File: src/rtl/peripheral_dbg_bmaster_b3_apb4.sv
// peripheral_dbg_bmaster_b3_apb4: Wishbone B3 initiator running one classic or linear-burst debug command at a time
module peripheral_dbg_bmaster_b3_apb4 #(
  parameter int AW      = 32,
  parameter int DW      = 32,
  parameter int TIMEOUT = 255
) (
  input  logic          apb4_clk_i,
  input  logic          apb4_rst_i,
  input  logic          cmd_valid_i,
  output logic          cmd_ready_o,
  input  logic          cmd_we_i,
  input  logic [AW-1:0] cmd_adr_i,
  input  logic [3:0]    cmd_len_i,
  input  logic          wdata_valid_i,
  output logic          wdata_ready_o,
  input  logic [DW-1:0] wdata_i,
  output logic          rdata_valid_o,
  output logic [DW-1:0] rdata_o,
  output logic          done_o,
  output logic          err_o,
  output logic [AW-1:0] apb4_adr_o,
  output logic [DW-1:0] apb4_dat_o,
  output logic [3:0]    apb4_sel_o,
  output logic          apb4_we_o,
  output logic [1:0]    apb4_bte_o,
  output logic [2:0]    apb4_cti_o,
  output logic          apb4_cyc_o,
  output logic          apb4_stb_o,
  input  logic          apb4_ack_i,
  input  logic          apb4_err_i,
  input  logic          apb4_rty_i,
  input  logic [DW-1:0] apb4_dat_i
);
  typedef enum logic [1:0] {S_IDLE, S_BUS, S_END} state_t;
  localparam logic [7:0] TO_LIM = 8'(TIMEOUT - 1);
  state_t        state_q, state_d;
  logic          we_q, we_d, cyc_q, cyc_d, stb_q, stb_d, full_q, full_d, classic_q, classic_d;
  logic          done_q, done_d, err_q, err_d, rdv_q, rdv_d;
  logic [AW-1:0] adr_q, adr_d;
  logic [DW-1:0] dat_q, dat_d, rdata_q, rdata_d;
  logic [2:0]    cti_q, cti_d;
  logic [4:0]    beats_q, beats_d, wleft_q, wleft_d;
  logic [7:0]    to_q, to_d;
  logic          resp, ack_e, abort, wtake, last;
  assign resp          = apb4_ack_i | apb4_err_i | apb4_rty_i;
  assign ack_e         = stb_q & apb4_ack_i & ~apb4_err_i & ~apb4_rty_i;
  // err/rty beat ack; the timeout fires on the cycle the counter would hit TIMEOUT
  assign abort         = stb_q & (apb4_err_i | apb4_rty_i | (~resp & (to_q == TO_LIM)));
  assign last          = beats_q == 5'd1;
  assign cmd_ready_o   = state_q == S_IDLE;
  assign wdata_ready_o = (state_q == S_BUS) & we_q & (wleft_q != 5'd0) & (~full_q | ack_e);
  assign wtake         = wdata_valid_i & wdata_ready_o;
  assign apb4_adr_o    = adr_q;
  assign apb4_dat_o    = dat_q;
  assign apb4_sel_o    = 4'hF;
  assign apb4_we_o     = we_q;
  assign apb4_bte_o    = 2'b00;
  assign apb4_cti_o    = cti_q;
  assign apb4_cyc_o    = cyc_q;
  assign apb4_stb_o    = stb_q;
  assign rdata_valid_o = rdv_q;
  assign rdata_o       = rdata_q;
  assign done_o        = done_q;
  assign err_o         = err_q;
  always_comb begin
    state_d   = state_q;
    we_d      = we_q;
    adr_d     = adr_q;
    dat_d     = dat_q;
    cti_d     = cti_q;
    cyc_d     = cyc_q;
    stb_d     = stb_q;
    beats_d   = beats_q;
    wleft_d   = wleft_q;
    full_d    = full_q;
    classic_d = classic_q;
    err_d     = err_q;
    rdata_d   = rdata_q;
    done_d    = 1'b0;
    rdv_d     = 1'b0;
    to_d      = (!stb_q || resp) ? 8'd0 : to_q + 8'd1;
    case (state_q)
      S_IDLE: if (cmd_valid_i) begin
        state_d   = S_BUS;
        we_d      = cmd_we_i;
        adr_d     = cmd_adr_i & ~AW'(3);
        beats_d   = {1'b0, cmd_len_i} + 5'd1;
        wleft_d   = cmd_we_i ? {1'b0, cmd_len_i} + 5'd1 : 5'd0;
        classic_d = cmd_len_i == 4'd0;
        cti_d     = cmd_len_i == 4'd0 ? 3'b000 : 3'b010;
        cyc_d     = 1'b1;
        stb_d     = !cmd_we_i;
        full_d    = 1'b0;
        err_d     = 1'b0;
      end
      S_BUS: if (abort) begin
        state_d = S_END;
        done_d  = 1'b1;
        err_d   = 1'b1;
        cyc_d   = 1'b0;
        stb_d   = 1'b0;
        full_d  = 1'b0;
        wleft_d = 5'd0;
      end else begin
        if (ack_e) begin
          adr_d   = adr_q + AW'(4);
          beats_d = beats_q - 5'd1;
          cti_d   = classic_q ? 3'b000 : beats_q == 5'd2 ? 3'b111 : 3'b010;
          rdv_d   = !we_q;
          rdata_d = we_q ? rdata_q : apb4_dat_i;
          if (last) begin
            state_d = S_END;
            done_d  = 1'b1;
            cyc_d   = 1'b0;
            stb_d   = 1'b0;
          end
        end
        // write strobe follows the one-word buffer so an empty buffer idles the burst
        if (we_q) begin
          full_d  = wtake || (full_q && !ack_e);
          stb_d   = full_d;
          dat_d   = wtake ? wdata_i : dat_q;
          wleft_d = wleft_q - {4'd0, wtake};
        end
      end
      default: state_d = S_IDLE;
    endcase
  end
  always_ff @(posedge apb4_clk_i) begin
    if (!apb4_rst_i) begin
      state_q   <= S_IDLE;
      we_q      <= 1'b0;
      adr_q     <= '0;
      dat_q     <= '0;
      cti_q     <= 3'b000;
      cyc_q     <= 1'b0;
      stb_q     <= 1'b0;
      beats_q   <= 5'd0;
      wleft_q   <= 5'd0;
      full_q    <= 1'b0;
      classic_q <= 1'b0;
      to_q      <= 8'd0;
      done_q    <= 1'b0;
      err_q     <= 1'b0;
      rdv_q     <= 1'b0;
      rdata_q   <= '0;
    end else begin
      state_q   <= state_d;
      we_q      <= we_d;
      adr_q     <= adr_d;
      dat_q     <= dat_d;
      cti_q     <= cti_d;
      cyc_q     <= cyc_d;
      stb_q     <= stb_d;
      beats_q   <= beats_d;
      wleft_q   <= wleft_d;
      full_q    <= full_d;
      classic_q <= classic_d;
      to_q      <= to_d;
      done_q    <= done_d;
      err_q     <= err_d;
      rdv_q     <= rdv_d;
      rdata_q   <= rdata_d;
    end
  end
endmodule
File: config.mk
export PLATFORM = sky130hd
export DESIGN_NAME = peripheral_dbg_bmaster_b3_apb4
export DESIGN_NICKNAME = d
export VERILOG_FILES = /design/src/rtl/peripheral_dbg_bmaster_b3_apb4.sv
export SDC_FILE = /design/constraint.sdc
export NUM_CORES = 1
export LEC_CHECK = 0
export BUFFER_PORTS_ARGS = -buffer_cell sky130_fd_sc_hd__buf_4
export CAP_MARGIN = 20
export CORE_ASPECT_RATIO = 0.9
export CORE_MARGIN = 2
export CORE_UTILIZATION = 30
export DETAILED_ROUTE_END_ITERATION = 12
export PLACE_DENSITY = 0.64
export SLEW_MARGIN = 20
export SYNTH_ARGS = -nofsm -noshare
export SYNTH_HDL_FRONTEND = slang
export SYNTH_SLANG_ARGS = --single-unit
File: constraint.sdc
create_clock -name apb4_clk_i -period 2.95 [get_ports apb4_clk_i]
set_input_delay 0 -clock apb4_clk_i [delete_from_list [all_inputs] [get_ports apb4_clk_i]]
set_output_delay 0 -clock apb4_clk_i [all_outputs]
set_load 0.02 [all_outputs]
==> Yosys cells after proc, flatten, opt, wreduce, memory -nomap -nowiden <==
Index checks and enable logic that the tools add are counted.
{ "op_classes": {"addsub": 5, "mul": 0, "div": 0, "n_lt_le_gt_ge": 0, "eq_ne": 13, "n_shift": 0, "mux": 43, "bitwise": 23, "reduce_logical": 23} }
{ "op_table": {"columns": ["operator", "n"], "rows": [
  ["2-to-1 mux 32 bit", 3],
  ["one-hot mux 32 bit (2 select lines)", 1],
  ["2-to-1 mux 5 bit", 7],
  ["adder 32 x 3 -> 32 bit (second input constant)", 1],
  ["one-hot mux 5 bit (2 select lines)", 2],
  ["AND reduction 4 bit", 5],
  ["2-to-1 mux 3 bit", 5],
  ["2-to-1 mux 1 bit", 14],
  ["2-to-1 mux 2 bit", 5],
  ["bitwise AND 1 bit", 9],
  ["!= test 3 bit (second input constant)", 3],
  ["inverter 1 bit", 9],
  ["AND reduction 3 bit", 3],
  ["adder 8 x 1 -> 8 bit (second input constant)", 1],
  ["equality test 8 bit (second input constant)", 1],
  ["!= test 2 bit (second input constant)", 4],
  ["!= test 4 bit (second input constant)", 2],
  ["one-hot mux 1 bit (2 select lines)", 4],
  ["one-hot mux 3 bit (2 select lines)", 1],
  ["adder 4 x 1 -> 5 bit (second input constant)", 1],
  ["equality test 5 x 1 -> 1 bit (second input constant)", 1],
  ["equality test 5 x 2 -> 1 bit (second input constant)", 1],
  ["OR 1 bit", 5],
  ["nonzero test 5 bit", 1],
  ["13 further kinds", 18]
]} }
{ "totals": {"register_bits": 127, "latch_bits": 0, "ram_bits": 0, "rom_bits": 0, "in_bits": 108, "out_inout_bits": 113, "elab_cells": 123, "memories": 0} }

==> Logic depth before layout (Yosys ltp) <==
{ "logic_depth": {"depth_word": 10, "mapped_depth": 11, "mapped_depth_nobuf": 9} }

==> Least setup slack after synthesis <==
No wires, ideal clock.
{ "synth_path": {"path_type": "register to register", "from": "reg stb_q (netlist: apb4_stb_o)", "to": "reg wleft_q[4]", "setup_ns": 0.132, "t_arrival_ns": 2.063, "required_ns": 2.818, "path_slack_ns": 0.755, "stages_incl_launch_ff": 11, "n_path_buf": 2, "period_less_slack_ns": 2.195, "cell_sequence": "dfxtp_1 > buf_6 > nand4bb_1 > buf_2 > a22o_1 > nor3_1 > ha_1 > ha_1 > nand4_1 > a221oi_1 > nor3_1"} }
{ "synth_between": {"elab_chain_cells": 10, "elab_cells_between_ends": 13, "classes_between": "add/sub (1); eq/ne (1); mux (3); bitwise (7); reduce/logical (1)"} }
{ "synth_lines": {"columns": ["element", "line", "rtl"], "rows": [
  ["start: declaration", "37", "logic we_q, we_d, cyc_q, cyc_d, stb_q, stb_d, full_q, full_d, classic_q, classic_d;"],
  ["start signal: assignment", "154", "stb_q <= stb_d;"],
  ["bitwise AND 1 bit (3 in series)", "46", "assign ack_e = stb_q & apb4_ack_i & ~apb4_err_i & ~apb4_rty_i;"],
  ["OR 1 bit", "51", "assign wdata_ready_o = (state_q == S_BUS) & we_q & (wleft_q != 5'd0) & (~full_q | ack_e);"],
  ["bitwise AND 1 bit", "51", null],
  ["bitwise AND 1 bit", "52", "assign wtake = wdata_valid_i & wdata_ready_o;"],
  ["subtractor 5 x 1 -> 5 bit", "123", "wleft_d = wleft_q - {4'd0, wtake};"],
  ["2-to-1 mux 5 bit", "119", "if (we_q) begin"],
  ["2-to-1 mux 5 bit", "96", "S_BUS: if (abort) begin"],
  ["one-hot mux 5 bit (2 select lines)", "82", "case (state_q)"],
  ["end signal: assignment", "156", "wleft_q <= wleft_d;"],
  ["end: declaration", "42", "logic [4:0] beats_q, beats_d, wleft_q, wleft_d;"]
]} }
Several ways; a longest one is shown, not always the timed one. The select of a mux whose other input is x is not followed.
A chain may end at the register's enable or synchronous reset.

==> Worst setup path in the final report <==
{ "layout_path": {"from": "reg state_q[0]", "to": "reg adr_q[8] (netlist: apb4_adr_o[8])"} }
{ "layout_between": {"elab_chain_cells": 3, "elab_cells_between_ends": 8, "classes_between": "eq/ne (4); mux (1); reduce/logical (3)"} }
{ "layout_lines": {"columns": ["element", "line", "rtl"], "rows": [
  ["start: declaration", "36", "state_t state_q, state_d;"],
  ["start signal: assignment", "148", "state_q <= state_d;"],
  ["equality test 2 x 1 -> 1 bit or zero test 2 bit (tied branches)", "82", null],
  ["!= test 2 bit (no source line) or nonzero test 2 bit (tied branches)", null, null],
  ["AND reduction 4 bit (no source line)", null, null],
  ["end signal: assignment", "150", "adr_q <= adr_d;"],
  ["end: declaration", "39", "logic [AW-1:0] adr_q, adr_d;"]
]} }
Several ways; a longest one is shown, not always the timed one.

==> impl_metrics.py <==
metrics = {
    "critical_path": {
        "ff2ff_path_depth": 6,
        "reg2reg_to": "apb4_adr_o[8]",
        "end_kind": "flip-flop",
        "path_class": "reg2reg",
        "crit_required_ps": 3230,
        "critPathLaunch": "state_q[0]",
        "cp_max_fo": 24,
        "critPathCapture": "apb4_adr_o[8]",
        "cp-start-kind": "flip-flop",
        "rr_startpoint": "state_q[0]",
        "worstPathArrival_ps": 2690,
        "reg2reg_setup_slack_ps": 540,
    },
    "pwr": {
        "power_frac_comb_pct": 16.8,
        "powerDensity_mw_per_mm2": 532,
        "leakage_nw": 3.79,
        "switching_share_pct": 27.8,
        "p_total_w": 0.00495,
        "ir_worst_vdd_v": 0.000375,
        "seqPwrFrac_pct": 37.1,
        "p_int_w": 0.00357,
        "switching_power_w": 0.00138,
        "p_clk_share_pct": 46.1,
    },
    "final_layout": {
        "syn_to_final_growth_pct": 55.9,
        "antennaDiodeCount": 0,
        "regArea_mm2": 0.00248,
        "nets": 1116,
        "fillerInstances": 1850,
        "drive_above_1_share_pct": 30.4,
        "layout_commonest_cell": "buf_4",
        "multi_input_area_mm2": 0.00315,
        "mostFrequentLayoutCells": "226 x buf_4, 124 x dfxtp_1, 93 x dlygate4sd3_1, 85 x nand2_1, 76 x nor2_1",
    },
    "place": {
        "io_buffer_count": 210,
        "gp_congestion": 0.828,
        "hpwl_um": 12400,
    },
    "timing": {
        "setup-violations-final": 0,
        "post-route-period-util_pct": 81.6,
        "fmaxAchievable_mhz": 415,
        "setup_tns_ps": 0,
        "finalHoldViolations": 0,
        "rsz0062_at_grt": "no",
        "slew_headroom_pct": 48.2,
        "slew_violations": 0,
        "finClkSkew_ps": 9.23,
        "worst_pin_slew_ps": 775,
        "period_minus_slack_ps": 2410,
    },
    "clock_network": {
        "cts_tree": "built",
        "postCtsSetupRepairBufs": 0,
        "cts_buffers": 17,
        "htree_levels": 4,
        "clock_sinks": 124,
        "clk_latency_ps": 420,
        "clock_path_buffers": 2,
        "clkTransAtPathRegs_ps": 60,
        "root_buffer": "clkbuf_16",
    },
    "outcome": {
        "status": "finished, final reports clean",
    },
    "drt": {
        "first_iter_violations": 401,
        "vias_per_cell": 4.95,
        "vias": 6248,
        "ant_nets": 0,
        "post-route-drc-count": 0,
        "drt-wirelength-per-cell_um": 15.2,
        "firstDrtPassIters": 5,
        "wl_um": 19200,
    },
    "floorplan": {
        "dieWidth_um": 153,
        "core_area_mm2": 0.0193,
        "die_area_mm2": 0.0210,
        "rows": 48,
        "fp.dieH_um": 138,
        "ios": 221,
        "initial_core_util_pct": 30.8,
    },
    "global_routing": {
        "grt_max_degree": 61,
        "grt_antenna_before_repair": 0,
        "overflow": 0,
        "grt_pass1_vias": 5949,
        "grt_usage_pct": 17.8,
        "grt_pass1_wl_um": 30100,
    },
    "yosys": {
        "ys.flop_type": "dfxtp_1",
        "synth-async-reset-ratio_pct": 0,
        "yosysSeqAreaShare_pct": 41.6,
        "avgSynthCellArea_um2": 8.41,
        "synthDistinctLibCells": 61,
        "synth-seq-cells": 124,
        "syn_inst": 709,
        "synth_edf_count": 0,
        "yosys_warnings": 0,
        "netlist_area_mm2": 0.00596,
    },
    "flow_run": {
        "cap_violations": 0,
    },
    "min_path": {
        "worst_hold_startpoint": "cmd_adr_i[10]",
        "hp-class": "in2reg",
    },
}
layout make-up:
| cell class | count | area share (%) |
|---|---|---|
| Inverter | 13 | 0.525 |
| Tap cell | 250 | 3.37 |
| Sequential cell | 124 | 26.7 |
| Multi-Input combinational cell | 521 | 33.9 |
| Timing Repair Buffer | 321 | 28.7 |
| Clock buffer | 17 | 4.58 |
| Clock inverter | 15 | 2.25 |
Yosys cell counts (10+ instances only):
master / instances / area share [%]
a31oi_1: 11 / 1.2
mux2i_1: 35 / 5.9
nor2_1: 76 / 4.8
and3_1: 10 / 1.0
ha_1: 10 / 2.1
dfxtp_1: 124 / 42
inv_1: 13 / 0.82
buf_2: 11 / 0.92
nand2_1: 85 / 5.4
nor3_1: 13 / 1.1
o21ai_2: 29 / 4.3
a21oi_1: 43 / 3.6
nand3_1: 57 / 4.8
clkbuf_1: 29 / 1.8
o21ai_0: 29 / 2.4
nand4_1: 13 / 1.4
kinds of logic (layout without fill, tap and decap cells):
logic type / after synthesis / in the layout / synth area share (%)
fa+ha+maj: 10 / 10 / 2.10
compound gates: 173 / 173 / 20.5
mux: 35 / 35 / 5.88
buf+inv: 70 / 366 / 6.08
other cells: 2 / 8 / 0.126
simple gates: 289 / 289 / 22.8
xor+xnor: 6 / 6 / 0.881
flops: 124 / 124 / 41.6
what timing repair did:
action                                 in CTS  in global routing
hold buffers                               93                  0
resized for setup                           0                  0
endpoints found under the hold margin      93                  0
per-stage QoR:
| stage | hold WS [ps] | instance area (µm²) | utilization (%) | setup slack, ps | cells |
|---|---|---|---|---|---|
| after CTS | 1.45 | 9300 | 48.1 | 571 | 1261 |
| after floorplan | 121 | 5990 | - | 755 | 715 |
| after global routing | 28.6 | 9300 | 48.1 | 350 | 1261 |
| final | 20.6 | 9300 | 48.1 | 542 | 1261 |
| after global placement | 213 | 7730 | 40.0 | 585 | 1136 |
| after detailed placement | 215 | 7730 | 40.0 | 580 | 1136 |
power by group through the flow:
stage                     Combinational [W]  Clock (W)  Sequential [W]
final                              0.000834    0.00228         0.00183
after global routing               0.000908    0.00241         0.00184
after CTS                          0.000828    0.00234         0.00183
after detailed placement           0.000726          0         0.00187
after global placement             0.000722          0         0.00187
after floorplan                    0.000369          0         0.00191
critical path: stages (launching register included):
cell      delay, ps
dfxtp_1         390
o21bai_1        660
a21o_1          650
buf_4           300
nor2_1           60
o22ai_1         160
nor2_1           60
worst min-delay path by stage:
stage,endpoint,slack (ps),cells past startpoint
floorplan,apb4_dat_o[10],120,2
global placement,apb4_dat_o[10],210,3
detailed placement,apb4_dat_o[10],220,3
CTS,apb4_adr_o[10],1,4
global route,apb4_adr_o[10],30,4
finish,apb4_adr_o[10],20,4
routing by layer:
metal / wire [µm] / GRT usage (%) / vias up
met5: 0 / 0 / -
li1: - / - / 3116
met4: 186 / 5.25 / 0
met1: 8710 / 23.7 / 2879
met3: 1440 / 5.10 / 15
met2: 8880 / 28.2 / 238
flip-flops by register name, indices dropped and copies added (netlist names):
register and count:
apb4_we_o 1, apb4_cti_o 2, apb4_adr_o 30, wleft_q 5, rdata_o 32, beats_q 5, to_q 8, done_o 1
full_q 1, state_q 2, classic_q 1, apb4_dat_o 32, apb4_stb_o 1, rdata_valid_o 1, apb4_cyc_o 1, err_o 1
(Power assumes the default switching activity.)
